**src/rtl/cdb_arbiter_pkg.sv**
```systemverilog
`default_nettype none
// ============================================================================
// Module      : cdb_arbiter_pkg
// Description : Shared machine widths and the CDB entry record used by FUBs
//               and the CDB arbiter.
// Revision    : 1.0 - initial release
// ============================================================================
package cdb_arbiter_pkg;

    localparam int C_NUM_FU   = 4;
    localparam int C_NUM_CDB  = 2;
    localparam int C_DATA_W   = 32;
    localparam int C_PREG_W   = 6;
    localparam int C_BMASK_W  = 4;
    localparam int C_BSPTR_W  = $clog2(C_BMASK_W);

    typedef logic [C_DATA_W-1:0]  data_t;
    typedef logic [C_PREG_W-1:0]  preg_t;
    typedef logic [C_BMASK_W-1:0] bmask_t;
    typedef logic [C_BSPTR_W-1:0] bsptr_t;

    typedef struct packed {
        logic   valid;
        data_t  result;
        preg_t  tag_dest;
        bmask_t bmask;
    } cdb_entry_t;

endpackage
`default_nettype wire

```
**src/rtl/cdb_arbiter_if.sv**
```systemverilog
`default_nettype none
// ============================================================================
// Module      : cdb_arbiter_if
// Description : FUB head requests, branch resolution and CDB broadcast lanes.
// Revision    : 1.0 - initial release
// ============================================================================
interface cdb_arbiter_if #(
    parameter int NUM_FU  = cdb_arbiter_pkg::C_NUM_FU,
    parameter int NUM_CDB = cdb_arbiter_pkg::C_NUM_CDB
) ();
    import cdb_arbiter_pkg::*;

    logic   [NUM_FU-1:0]            fub_valid;
    data_t  [NUM_FU-1:0]            fub_result;
    preg_t  [NUM_FU-1:0]            fub_tagDest;
    bmask_t [NUM_FU-1:0]            fub_bmask;
    logic                           br_branch_resolved;
    logic                           br_pred_wrong;
    bsptr_t                         br_bs_ptr;
    logic   [NUM_FU-1:0]            cdb_stall;
    logic   [NUM_CDB-1:0]           cdb_valid;
    data_t  [NUM_CDB-1:0]           cdb_result;
    preg_t  [NUM_CDB-1:0]           cdb_tag;
    bmask_t [NUM_CDB-1:0]           cdb_bmask;

    // master: the arbiter; slave: the FUBs / branch unit / CDB consumers
    modport master (
        input  fub_valid, fub_result, fub_tagDest, fub_bmask,
        input  br_branch_resolved, br_pred_wrong, br_bs_ptr,
        output cdb_stall, cdb_valid, cdb_result, cdb_tag, cdb_bmask
    );

    modport slave (
        output fub_valid, fub_result, fub_tagDest, fub_bmask,
        output br_branch_resolved, br_pred_wrong, br_bs_ptr,
        input  cdb_stall, cdb_valid, cdb_result, cdb_tag, cdb_bmask
    );

endinterface
`default_nettype wire

```
**src/rtl/cdb_arbiter_rr_picker.sv**
```systemverilog
`default_nettype none
// ============================================================================
// Module      : cdb_arbiter_rr_picker
// Description : Grants up to NUM_CDB requesters scanning round-robin from a
//               start index; k-th grant in scan order drives lane k.
// Revision    : 1.0 - initial release
// ============================================================================
module cdb_arbiter_rr_picker #(
    parameter  int NUM_FU  = 4,
    parameter  int NUM_CDB = 2,
    localparam int FU_W    = $clog2(NUM_FU)
) (
    input  wire logic [NUM_FU-1:0]               i_req,
    input  wire logic [FU_W-1:0]                 i_start,
    output logic      [NUM_FU-1:0]               o_grant,
    output logic      [NUM_CDB-1:0][NUM_FU-1:0]  o_sel,
    output logic      [FU_W-1:0]                 o_last,
    output logic                                 o_any
);

    int w_idx;
    int w_cnt;

    always_comb begin
        o_grant = '0;
        o_sel   = '0;
        o_last  = '0;
        w_idx   = 0;
        w_cnt   = 0;
        for (int k = 0; k < NUM_FU; k++) begin
            w_idx = int'(i_start) + k;
            if (w_idx >= NUM_FU) begin
                w_idx = w_idx - NUM_FU;
            end
            if (i_req[w_idx] && (w_cnt < NUM_CDB)) begin
                o_grant[w_idx]      = 1'b1;
                o_sel[w_cnt][w_idx] = 1'b1;
                o_last              = FU_W'(w_idx);
                w_cnt               = w_cnt + 1;
            end
        end
    end

    assign o_any = |o_grant;

endmodule
`default_nettype wire

```
**src/rtl/cdb_arbiter.sv**
```systemverilog
`default_nettype none
// ============================================================================
// Module      : cdb_arbiter
// Description : Round-robin arbitration of FUB heads onto the CDB lanes with
//               mispredict squash and resolved-branch bmask clearing.
// Revision    : 1.0 - initial release
// ============================================================================
module cdb_arbiter
    import cdb_arbiter_pkg::*;
#(
    parameter  int NUM_FU  = C_NUM_FU,
    parameter  int NUM_CDB = C_NUM_CDB,
    localparam int FU_W    = $clog2(NUM_FU)
) (
    input  wire logic   clk,
    input  wire logic   reset,
    cdb_arbiter_if.master bus
);

    logic [NUM_FU-1:0]              w_kill;
    logic [NUM_FU-1:0]              w_req;
    logic [NUM_FU-1:0]              w_grant;
    logic [NUM_CDB-1:0][NUM_FU-1:0] w_sel;
    logic [FU_W-1:0]                w_last;
    logic                           w_any;
    bmask_t                         w_clr;
    cdb_entry_t                     w_pick [NUM_CDB];
    cdb_entry_t                     r_lane [NUM_CDB];
    logic [FU_W-1:0]                r_rr;

    always_comb begin
        w_clr = '0;
        if (bus.br_branch_resolved && !bus.br_pred_wrong) begin
            w_clr[bus.br_bs_ptr] = 1'b1;
        end
    end

    always_comb begin
        w_kill = '0;
        for (int i = 0; i < NUM_FU; i++) begin
            w_kill[i] = bus.br_branch_resolved & bus.br_pred_wrong
                      & bus.fub_bmask[i][bus.br_bs_ptr];
        end
    end

    assign w_req         = bus.fub_valid & ~w_kill;
    // killed heads are dropped by the FUB itself, so they never stall
    assign bus.cdb_stall = w_req & ~w_grant;

    cdb_arbiter_rr_picker #(
        .NUM_FU  (NUM_FU),
        .NUM_CDB (NUM_CDB)
    ) u_picker (
        .i_req   (w_req),
        .i_start (r_rr),
        .o_grant (w_grant),
        .o_sel   (w_sel),
        .o_last  (w_last),
        .o_any   (w_any)
    );

    always_comb begin
        for (int k = 0; k < NUM_CDB; k++) begin
            w_pick[k] = '0;
            for (int i = 0; i < NUM_FU; i++) begin
                if (w_sel[k][i]) begin
                    w_pick[k].valid    = 1'b1;
                    w_pick[k].result   = bus.fub_result[i];
                    w_pick[k].tag_dest = bus.fub_tagDest[i];
                    w_pick[k].bmask    = bus.fub_bmask[i] & ~w_clr;
                end
            end
        end
    end

    always_ff @(posedge clk or negedge reset) begin
        if (!reset) begin
            for (int k = 0; k < NUM_CDB; k++) begin
                r_lane[k] <= '0;
            end
            r_rr <= '0;
        end else begin
            for (int k = 0; k < NUM_CDB; k++) begin
                if (w_pick[k].valid) begin
                    r_lane[k] <= w_pick[k];
                end else begin
                    r_lane[k].valid <= 1'b0;
                    r_lane[k].bmask <= r_lane[k].bmask & ~w_clr;
                end
            end
            if (w_any) begin
                r_rr <= (w_last == FU_W'(NUM_FU - 1)) ? '0 : w_last + 1'b1;
            end
        end
    end

    generate
        for (genvar k = 0; k < NUM_CDB; k++) begin : g_lane
            assign bus.cdb_valid[k]  = r_lane[k].valid;
            assign bus.cdb_result[k] = r_lane[k].result;
            assign bus.cdb_tag[k]    = r_lane[k].tag_dest;
            assign bus.cdb_bmask[k]  = r_lane[k].bmask;
        end
    endgenerate

endmodule
`default_nettype wire

```
**src/flat_wrapper.sv**
```systemverilog
// flat-port wrapper written by rule: the top's interface ports become plain ports
module cdb_arbiter_flat import cdb_arbiter_pkg::*;
#(
    parameter  int NUM_FU  = C_NUM_FU,
    parameter  int NUM_CDB = C_NUM_CDB,
    localparam int FU_W    = $clog2(NUM_FU)
)
  (clk, reset, bus_fub_valid, bus_fub_result, bus_fub_tagDest, bus_fub_bmask, bus_br_branch_resolved, bus_br_pred_wrong, bus_br_bs_ptr, bus_cdb_stall, bus_cdb_valid, bus_cdb_result, bus_cdb_tag, bus_cdb_bmask);
  cdb_arbiter_if #(.NUM_FU(NUM_FU), .NUM_CDB(NUM_CDB)) bus_i ();
  input  wire logic clk;
  input  wire logic reset;
  input wire logic [$bits(bus_i.fub_valid)-1:0] bus_fub_valid;
  input wire logic [$bits(bus_i.fub_result)-1:0] bus_fub_result;
  input wire logic [$bits(bus_i.fub_tagDest)-1:0] bus_fub_tagDest;
  input wire logic [$bits(bus_i.fub_bmask)-1:0] bus_fub_bmask;
  input wire logic [$bits(bus_i.br_branch_resolved)-1:0] bus_br_branch_resolved;
  input wire logic [$bits(bus_i.br_pred_wrong)-1:0] bus_br_pred_wrong;
  input wire logic [$bits(bus_i.br_bs_ptr)-1:0] bus_br_bs_ptr;
  output wire logic [$bits(bus_i.cdb_stall)-1:0] bus_cdb_stall;
  output wire logic [$bits(bus_i.cdb_valid)-1:0] bus_cdb_valid;
  output wire logic [$bits(bus_i.cdb_result)-1:0] bus_cdb_result;
  output wire logic [$bits(bus_i.cdb_tag)-1:0] bus_cdb_tag;
  output wire logic [$bits(bus_i.cdb_bmask)-1:0] bus_cdb_bmask;
  assign bus_i.fub_valid = bus_fub_valid;
  assign bus_i.fub_result = bus_fub_result;
  assign bus_i.fub_tagDest = bus_fub_tagDest;
  assign bus_i.fub_bmask = bus_fub_bmask;
  assign bus_i.br_branch_resolved = bus_br_branch_resolved;
  assign bus_i.br_pred_wrong = bus_br_pred_wrong;
  assign bus_i.br_bs_ptr = bus_br_bs_ptr;
  assign bus_cdb_stall = bus_i.cdb_stall;
  assign bus_cdb_valid = bus_i.cdb_valid;
  assign bus_cdb_result = bus_i.cdb_result;
  assign bus_cdb_tag = bus_i.cdb_tag;
  assign bus_cdb_bmask = bus_i.cdb_bmask;
  cdb_arbiter #(.NUM_FU(NUM_FU), .NUM_CDB(NUM_CDB)) u_core (.clk(clk), .reset(reset), .bus(bus_i));
endmodule
```
**config.mk**
```make
export PLATFORM = sky130hd
export DESIGN_NAME = cdb_arbiter_flat
export DESIGN_NICKNAME = d
export VERILOG_FILES = /design/src/rtl/cdb_arbiter_pkg.sv /design/src/rtl/cdb_arbiter_if.sv /design/src/rtl/cdb_arbiter_rr_picker.sv /design/src/rtl/cdb_arbiter.sv /design/src/flat_wrapper.sv
export SDC_FILE = /design/constraint.sdc
export NUM_CORES = 1
export LEC_CHECK = 0
export BUFFER_PORTS_ARGS = -buffer_cell sky130_fd_sc_hd__buf_2
export CORE_MARGIN = 3
export CORE_UTILIZATION = 40
export DETAILED_ROUTE_END_ITERATION = 8
export PLACE_DENSITY = 0.68
export SETUP_SLACK_MARGIN = 0.02
export SYNTH_ARGS = -nofsm -noshare
export SYNTH_HDL_FRONTEND = slang
export SYNTH_HIERARCHICAL = 1
export SYNTH_SLANG_ARGS = --single-unit
```
**constraint.sdc**
```tcl
create_clock -name clk -period 5.52 [get_ports clk]
set_input_delay 0 -clock clk [delete_from_list [all_inputs] [get_ports clk]]
set_output_delay 0 -clock clk [all_outputs]
set_load 0.05 [all_outputs]
```
# After elaboration in Yosys (flattened, before gate mapping)
# Index checks and enable logic that the tools add are counted.
# word_totals
reg_bits	88
latch_bits	0
ram_bits	0
romBits	0
input_bits	178
word_cells	147
mem_count	0
# classes
n_addsub	10
multipliers	0
div_mod_pow	0
order_cmp	23
eq_ne	1
shift	0
muxes	68
bitwise	22
reduce_logical	14
# op_table
operator	count
$mux 43	8
$ge 32x1->1 const B	7
$lt 32x3->1 const B	6
$mux 32	6
$lt 32x4->1 const B	4
$add 32x2->32 const B	2
$mux 4	10
$and 4x4->4	8
$mux 8	3
$mux 1	20
$bmux 1 s2	8
$or 8x8->8	2
$demux 4 s1	3
$logic_and 1x1->1	12
$not 4->4	3
$or 4x4->4	3
$sub 3x3->4 const B	3
$demux 1 s2	5
$mux 2	5
$ge 3x3->1 const B	3
$or 4x8->8	1
$add 2x2->3 const B	2
$and 1x1->1	5
$reduce_or 4->1	1
other kinds (8)	8

# Longest topological paths before layout
# Gate-level depths: netlist of run 1.
# logic_depth
ltp_word	26
depth_mapped	22
depth_no_buf	15

# By module
# The synthesis of run 1 kept the hierarchy.
# modules_own_cells
mod	n_inst	cells_per_inst	area_each_um2	seq_area_each_um2
cdb_arbiter	1	666	5953.2	2202.1
cdb_arbiter_rr_picker	1	82	661.9	0.0

# Least setup slack after synthesis of run 1
# No wires, ideal clock.
# synth_path
path_kind	register to register
start	register u_core.r_rr[0]
end	register u_core.r_lane, in the netlist u_core/bus.cdb_result[11]
arrival_time_ps	4456
t_required_ps	5392
slack_ps	937
stages_incl_launch_ff	23
period_less_slack_ps	4583
cell_sequence	dfrtp_1 > buf_6 > inv_1 > ha_1 > mux4_2 > buf_6 > ha_1 > or2_2 > o22ai_1 > clkbuf_1 > fa_1 > inv_1 > and2_4 > buf_6 > nor2b_1 > a221o_1 > buf_6 > nor3_4 > nand2b_1 > buf_6 > clkbuf_1 > nor2_1 > a31oi_2
# synth_rtl
item	line	text
from (decl)	cdb_arbiter.sv:29	logic [FU_W-1:0] r_rr;
from (signal assigned)	cdb_arbiter.sv:92	r_rr <= (w_last == FU_W'(NUM_FU - 1)) ? '0 : w_last + 1'b1;
to (signal, indexed assignment)	cdb_arbiter.sv:85	r_lane[k] <= w_pick[k];
to (decl)	cdb_arbiter.sv:28	cdb_entry_t r_lane [NUM_CDB];

==> results of run 1 <==
## Yosys cell counts, types with 2 or more instances
cell,instances,area share
a221oi_1,73,0.097
o21a_1,2,0.0023
inv_1,48,0.027
mux2_2,2,0.0034
a22oi_1,2,0.0023
and2_1,2,0.0019
buf_2,13,0.0098
o22ai_1,3,0.0028
mux2i_1,4,0.0061
buf_4,6,0.0068
mux4_2,7,0.024
nor2_2,2,0.0019
buf_12,6,0.018
a211o_1,76,0.10
nand3b_1,8,0.0091
clkbuf_1,37,0.021
nor3_4,2,0.0049
a221o_1,14,0.021
nand3_1,22,0.017
a2bb2oi_1,2,0.0026
nor2_1,78,0.044
nor2b_1,7,0.0066
nor4bb_1,2,0.0030
a21oi_1,8,0.0061
o21ai_0,3,0.0023
nand2_1,86,0.049
a22o_1,2,0.0026
dfrtp_1,88,0.33
nand2b_1,11,0.010
ha_1,9,0.017
a31oi_2,5,0.0095
a32o_2,2,0.0034
buf_6,21,0.036
a31oi_1,81,0.077
## layer usage
metal	GRT usage	part of all wire
met2	0.4137	0.47
met5	0	0
met3	0.04545	0.087
met4	0.09389	0.025
met1	0.3299	0.42
## per-stage QoR
step                      cell area, um^2  hold slack [ps]    util  cells
after floorplan                      6615           -295.6       -    748
after global placement               7849           -81.30  0.4888   1166
after detailed placement             7849           -82.55  0.4888   1166
after CTS                            8568            24.17  0.5336   1224
after global routing                 8571            42.31  0.5337   1225
final                                8571            31.73  0.5337   1225
## cell type report
cell class                      count  area, um^2  share of cell area
Timing Repair Buffer              329        1949              0.2274
Clock inverter                      2       38.79            0.004526
Multi-Input combinational cell    528        3677              0.4291
Sequential cell                    88        2202              0.2569
Clock buffer                       13       250.2             0.02920
Tap cell                          216       270.3             0.03153
Inverter                           48       180.2             0.02102
Antenna cell                        1       2.502           0.0002920
## logic make-up after synthesis
logic type,count (synthesis),share of synthesized area
compound gates,277,0.3352
simple gates,228,0.1577
buf+inv,132,0.1209
flops,88,0.3329
mux,13,0.03329
fa+ha+maj,10,0.02005
## registers in the layout (all words and copies together), names as in the netlist
signal,flops
u_core/bus.cdb_bmask,8
u_core/bus.cdb_result,64
u_core/bus.cdb_tag,12
u_core/bus.cdb_valid,2
u_core/r_rr,2
## critical path, delay by kind of cell
family,cells,cell delay (ps)
buffers and inverters,4,1110
multiplexers,2,980
AND/OR/NAND/NOR,4,840
AO/OA/AOI/OAI,6,1480
adder cells (fa/ha/maj),2,690
## final timing paths
kind / to / slack [ps] / cells after the start
min reg2reg: u_core/bus.cdb_result[6] / 550 / 2
max: u_core/bus.cdb_result[21] / 660 / 18
max in group asynchronous: u_core/bus.cdb_result[22] / 4210 / 3
min in group asynchronous: u_core/bus.cdb_tag[10] / 100 / 2
min: u_core/bus.cdb_result[46] / 30 / 4
max reg2reg: u_core/bus.cdb_result[21] / 760 / 14
==> results.tsv, run 1 <==
stage	metric	value	unit
placed_design	gpl congestion	0.9288	
global_route	total congestion overflow	0	
setup_path	CP Class	primary input to register	
clock_tree	CTS tree	built	
sta	RSZ-0062 raised after global routing	no	
setup_path	worst setup path start	bus_fub_bmask[15]	
placed_design	# port buffers	267	
yosys	Distinct cells, synth	48	
sta	Tcrit/Tclk final	0.8803	
setup_path	Worst R2R Start	u_core/r_rr[1]	
clock_tree	Resize count post-CTS	0	
sta	Setup violations, final	0	
clock_tree	CTS buffer count	9	
global_route	largest net degree at the start of global routing	86	
sta	crit path time final	4859	ps
setup_path	worst-path maximum fanout	21	
flow_run	Max-Cap Viols	0	
global_route	global-route wire length before repair	36490	um
cells_and_area	Layout fillers	1494	
setup_path	worst-path cell chain	dlygate4sd3_1 -> buf_2 -> mux4_2 -> a31oi_1 -> mux4_2 -> ha_1 -> or2_2 -> o22ai_1 -> fa_1 -> inv_1 -> and2_4 -> nor2b_1 -> a221o_1 -> nor2b_4 -> buf_4 -> a221oi_1 -> a211o_1 -> a31oi_1	
detailed_routing	drt initial violations	623	
setup_path	Crit-path slowest cell	dlygate4sd3_1	
yosys	Gate Count Post-Synth	748	
cells_and_area	most common cell after layout, fill and taps aside	buf_2	
sta	Pins Over Slew Limit	0	
setup_path	Worst EP required	5770	ps
yosys	top_reg_cell synth	dfrtp_1	
sta	Fin. Hold Viols	0	
yosys	register area share after synthesis	0.3329	
detailed_routing	Vias	7161	
yosys	Synth async-reset ratio	1.000	
clock_tree	Clock Latency Late Sink	340	ps
sta	Final WS setup	660.5	ps
detailed_routing	First-pass DRT Iterations	5	
clock_tree	H-tree levels	3	
min_path	Worst Hold Launch	bus_fub_result[78]	
detailed_routing	post-route DRC violation count	0	
floorplanning	core area	0.01606	mm^2
sta	Tightest Pin Transition	912.1	ps
placed_design	pre-CTS setup slack	793.6	ps
yosys	mapped cell area	0.006615	mm^2
global_route	vias in the first global route	6804	
yosys	syn nets	936	
setup_path	crit-path max cell delay	530	ps
clock_tree	clk sinks	88	
sta	Max Freq	205.8	MHz
global_route	Total GRT Usage	0.2508	
clock_tree	Root Buffer	clkbuf_16	
detailed_routing	drt wl/cell	19.18	um
cells_and_area	P&R area growth vs syn	29.56	%
setup_path	Worst setup SP type	primary input	
sta	skew final	7.434	ps
placed_design	dpl hpwl	16010	um
cells_and_area	commonest non-fill, non-tap cells in the layout	266 x buf_2, 88 x dfrtp_1, 86 x nand2_1, 81 x a31oi_1, 78 x nor2_1	
outcome	status	completed	
global_route	initial antenna violation count	1	
floorplanning	# IOs	268	
clock_tree	hold buffers post-CTS	43	
floorplanning	initial core utilization	0.4120	
yosys	Ys Warns	6	
floorplanning	die height	134.6	um
sta	setup TNS	0	ps
setup_path	CP Capture Type	register	
detailed_routing	Via-to-Cell Ratio	5.846	
floorplanning	Chip Width	134.6	um
sta	worst rel slew slack	0.3919	
clock_tree	Worst-path clk slew	70	ps
yosys	post-synthesis average cell area	8.844	um^2
detailed_routing	Post-Route WL	23500	um
cells_and_area	nets	1192	
yosys	Yosys reg bits	88	
clock_tree	Setup Fix Bufs, Post-CTS	0	
min_path	Hold Path Class	primary input to register	
yosys	Post-synth EDFFs	0	
clock_tree	Max clock buf depth	2	
cells_and_area	layout cells sized above 1	0.3284	
floorplanning	die area	0.01812	mm^2
setup_path	arrival time worst endpoint	5110	ps
detailed_routing	DRT antenna net count	0	
floorplanning	FP Rows	46	
Power of run 1 is not shown: default switching activity piles up to over one toggle a cycle in this logic, so the estimate is an artifact.
==> run 2: changes to the inputs <==
ABC_AREA = 1   (was not set)
PLACE_DENSITY = 0.69   (was 0.68)
==> run 2 against run 1 <==
Setup slack got worse by 130 ps. Routed wire length increased by 14%. Sequential cell count unchanged. Critical path depth increased by 5. Maximum frequency decreased by 2.6%. Cell count increased by 25%. Count of clock-buffer cells in the layout decreased by 1. Critical path type is now register to register. Critical endpoint is now u_core/bus.cdb_result[0]. Largest cell class unchanged.
==> results.tsv, run 2 <==
stage	metric	value	unit	change
flow_run	Max-Cap Viols	0		unchanged
yosys	top-area cell type share of the netlist area	0.3448		+0.01187
setup_path	Worst setup SP type	register		
placed_design	pre-CTS setup slack	1049	ps	+255.1 ps
global_route	vias in the first global route	8374		+23%
clock_tree	CTS buffer count	9		unchanged
floorplanning	# IOs	268		unchanged
setup_path	Reg2Reg Depth	23		+9
detailed_routing	First-pass DRT Iterations	6		+1
cells_and_area	Core Util, Final	0.6083		+0.07453
min_path	Worst Hold Launch	bus_fub_result[8]		
yosys	synth top area cells	dfrtp_1 34%, nand2_1 24%, o211ai_1 9.5%, nand3_1 9.3%, a21oi_1 6.7%		
setup_path	Worst EP required	5800	ps	+30 ps
cells_and_area	nets	1502		+26%
cells_and_area	layout cells sized above 1	0.2585		-0.06984
setup_path	r2r endpoint	u_core/bus.cdb_result[0]		
setup_path	CP Class	register to register		
sta	Tcrit/Tclk final	0.9043		+0.02394
clock_tree	H-tree levels	3		unchanged
yosys	Synth async-reset ratio	1.000		unchanged
setup_path	Crit-path slowest cell	fa_1		
placed_design	# port buffers	267		unchanged
sta	Final WS setup	528.4	ps	-132.2 ps
global_route	largest net degree at the start of global routing	55		-36%
yosys	count leader, synth	nand2_1		
floorplanning	Chip Width	132.4	um	-1.7%
placed_design	gpl congestion	0.9337		+0.53%
placed_design	dpl hpwl	17410	um	+8.7%
outcome	status	completed		
sta	Fin. Hold Viols	0		unchanged
setup_path	worst path bufs/invs	9		+5
global_route	global-route wire length before repair	42590	um	+17%
sta	skew final	7.380	ps	-0.05412 ps
cells_and_area	commonest non-fill, non-tap cells in the layout	410 x nand2_1, 266 x buf_2, 120 x dlygate4sd3_1, 119 x nand3_1, 88 x dfrtp_1		
yosys	mapped cell area	0.006387	mm^2	-3.4%
sta	Tightest Pin Transition	974.9	ps	+62.81 ps
detailed_routing	DRT antenna net count	0		unchanged
yosys	Post-synth EDFFs	0		unchanged
clock_tree	Worst-path clk slew	70	ps	about the same
setup_path	worst-path maximum fanout	29		+38%
detailed_routing	post-route DRC violation count	0		unchanged
sta	Max Freq	200.3	MHz	-2.6%
detailed_routing	Vias	8387		+17%
yosys	post-synth top area cell	dfrtp_1		
cells_and_area	n_diodes	0		-1
global_route	initial antenna violation count	0		-1
setup_path	CP Capture Type	register		
yosys	Distinct cells, synth	27		-44%
setup_path	critical path's most frequent cell	nand2_1		
setup_path	Worst R2R Start	u_core/r_rr[0]		
yosys	Ys Warns	6		unchanged
detailed_routing	drt initial violations	858		+38%
yosys	syn nets	1151		+23%
detailed_routing	Via-to-Cell Ratio	5.482		-6.2%
clock_tree	Max clock buf depth	2		unchanged
yosys	Gate Count Post-Synth	963		+29%
clock_tree	Clock Latency Late Sink	340	ps	about the same
sta	crit path time final	4992	ps	+132.2 ps
clock_tree	Root Buffer	clkbuf_16		
sta	setup TNS	0	ps	unchanged
floorplanning	FP Rows	45		-2.2%
yosys	post-synthesis average cell area	6.633	um^2	-25%
sta	Pins Over Slew Limit	0		unchanged
setup_path	worst setup path start	u_core/r_rr[0]		
cells_and_area	P&R area growth vs syn	46.91	%	
floorplanning	core area	0.01543	mm^2	-3.9%
floorplanning	die height	132.4	um	-1.7%
setup_path	worst-path cell chain	inv_2 -> ha_1 -> inv_1 -> nand2_2 -> nand2_4 -> ha_1 -> inv_1 -> nand2_1 -> inv_2 -> nand2_1 -> inv_1 -> fa_1 -> inv_1 -> nand2_1 -> o211ai_1 -> buf_4 -> nor2_4 -> buf_4 -> nand2_1 -> nand2_1 -> o211ai_1 -> nand3_1 -> dlygate4sd3_1		
clock_tree	Setup Fix Bufs, Post-CTS	0		unchanged
setup_path	R2R setup slack	530	ps	-230 ps
setup_path	arrival time worst endpoint	5270	ps	+160 ps
cells_and_area	most common cell after layout, fill and taps aside	nand2_1		
yosys	register area share after synthesis	0.3448		+0.01187
global_route	total congestion overflow	0		unchanged
yosys	top_reg_cell synth	dfrtp_1		
clock_tree	CTS tree	built		
sta	worst hold slack	16.49	ps	-15.24 ps
cells_and_area	max FFs per register	64		unchanged
min_path	WHS Endpoint	u_core/bus.cdb_result[8]		
setup_path	delay-heaviest family, CP	buffers and inverters		
yosys	Post-synth top cells	410 x nand2_1, 119 x nand3_1, 88 x dfrtp_1		
floorplanning	initial core utilization	0.4140		+0.002078
floorplanning	die area	0.01752	mm^2	-3.3%
detailed_routing	drt wl/cell	17.56	um	-8.5%
global_route	Total GRT Usage	0.2985		+0.04772
min_path	hold path depth	5		+1
min_path	Hold Path Class	primary input to register		
clock_tree	clk sinks	88		unchanged
yosys	Yosys reg bits	88		unchanged
setup_path	crit-path max cell delay	580	ps	+50 ps
detailed_routing	Post-Route WL	26860	um	+14%
sta	Setup violations, final	0		unchanged
sta	RSZ-0062 raised after global routing	no		
sta	worst rel slew slack	0.3500		-0.04187
[run 2: cell count changes in the layout (fill, tap and decap cells not counted), sizes merged, moves of 11 or more]
cell,previous run,this run
o211ai,1,81
a21oi,8,86
a211o,76,0
dlygate4sd3,43,120
nor2,80,16
a221o,14,0
a31oi,86,0
a221oi,74,0
nand3,22,126
nand2b,11,0
nand2,86,425
[run 2: worst max-delay path by stage]
stage	endpoint	cells after the start
after floorplan	u_core/bus.cdb_result[56]	20
after global placement	u_core/bus.cdb_bmask[1]	21
after detailed placement	u_core/bus.cdb_bmask[1]	21
after CTS	u_core/bus.cdb_result[17]	21
after global routing	u_core/bus.cdb_result[7]	23
final	u_core/bus.cdb_result[0]	23
[run 2: kinds of logic after synthesis]
family / count (synthesis) / share of synthesized area
AND/OR/NAND/NOR: 578 / 0.3851
AO/OA/AOI/OAI: 177 / 0.1732
buffers and inverters: 108 / 0.07267
flip-flops: 88 / 0.3448
adder cells (fa/ha/maj): 10 / 0.02076
multiplexers: 2 / 0.003526
[run 2: repair_timing]
action,CTS,global route
resized for setup,0,1
hold buffers,120,0
endpoints found under the hold margin,112,0
endpoints found under the setup margin,0,1
[run 2: cell type report]
type	instances	area [um^2]
fillers	1438	6043
clock buffers	12	266.5
multi-input cells	767	3789
flip-flops and latches	88	2202
clock inverters	4	33.78
well taps	211	264.0
repair buffers	403	2660
inverters	45	168.9
[run 2: tightest hold or removal path, stage by stage]
cell	delay, ps
buf_2	90
nand2_1	50
nand2_1	50
o211ai_1	70
nand3_1	60
[run 2: metrics by stage]
stage / instances / instance area (um^2)
global route: 1530 / 9384
global placement: 1394 / 7879
floorplan: 963 / 6387
finish: 1530 / 9384
detailed placement: 1394 / 7879
CTS: 1530 / 9380
[run 2: routing by layer]
metal  wire length [um]  up-vias  share of wire  GRT usage
met5                  0        -              0          0
met4               1060        0          0.039     0.1345
met3               2454       89          0.091    0.05420
met2              12660      557           0.47     0.4986
met1              10690     3804           0.40     0.3767
li1                   -     3937              -          -
Power of run 2 is left out for the same reason.
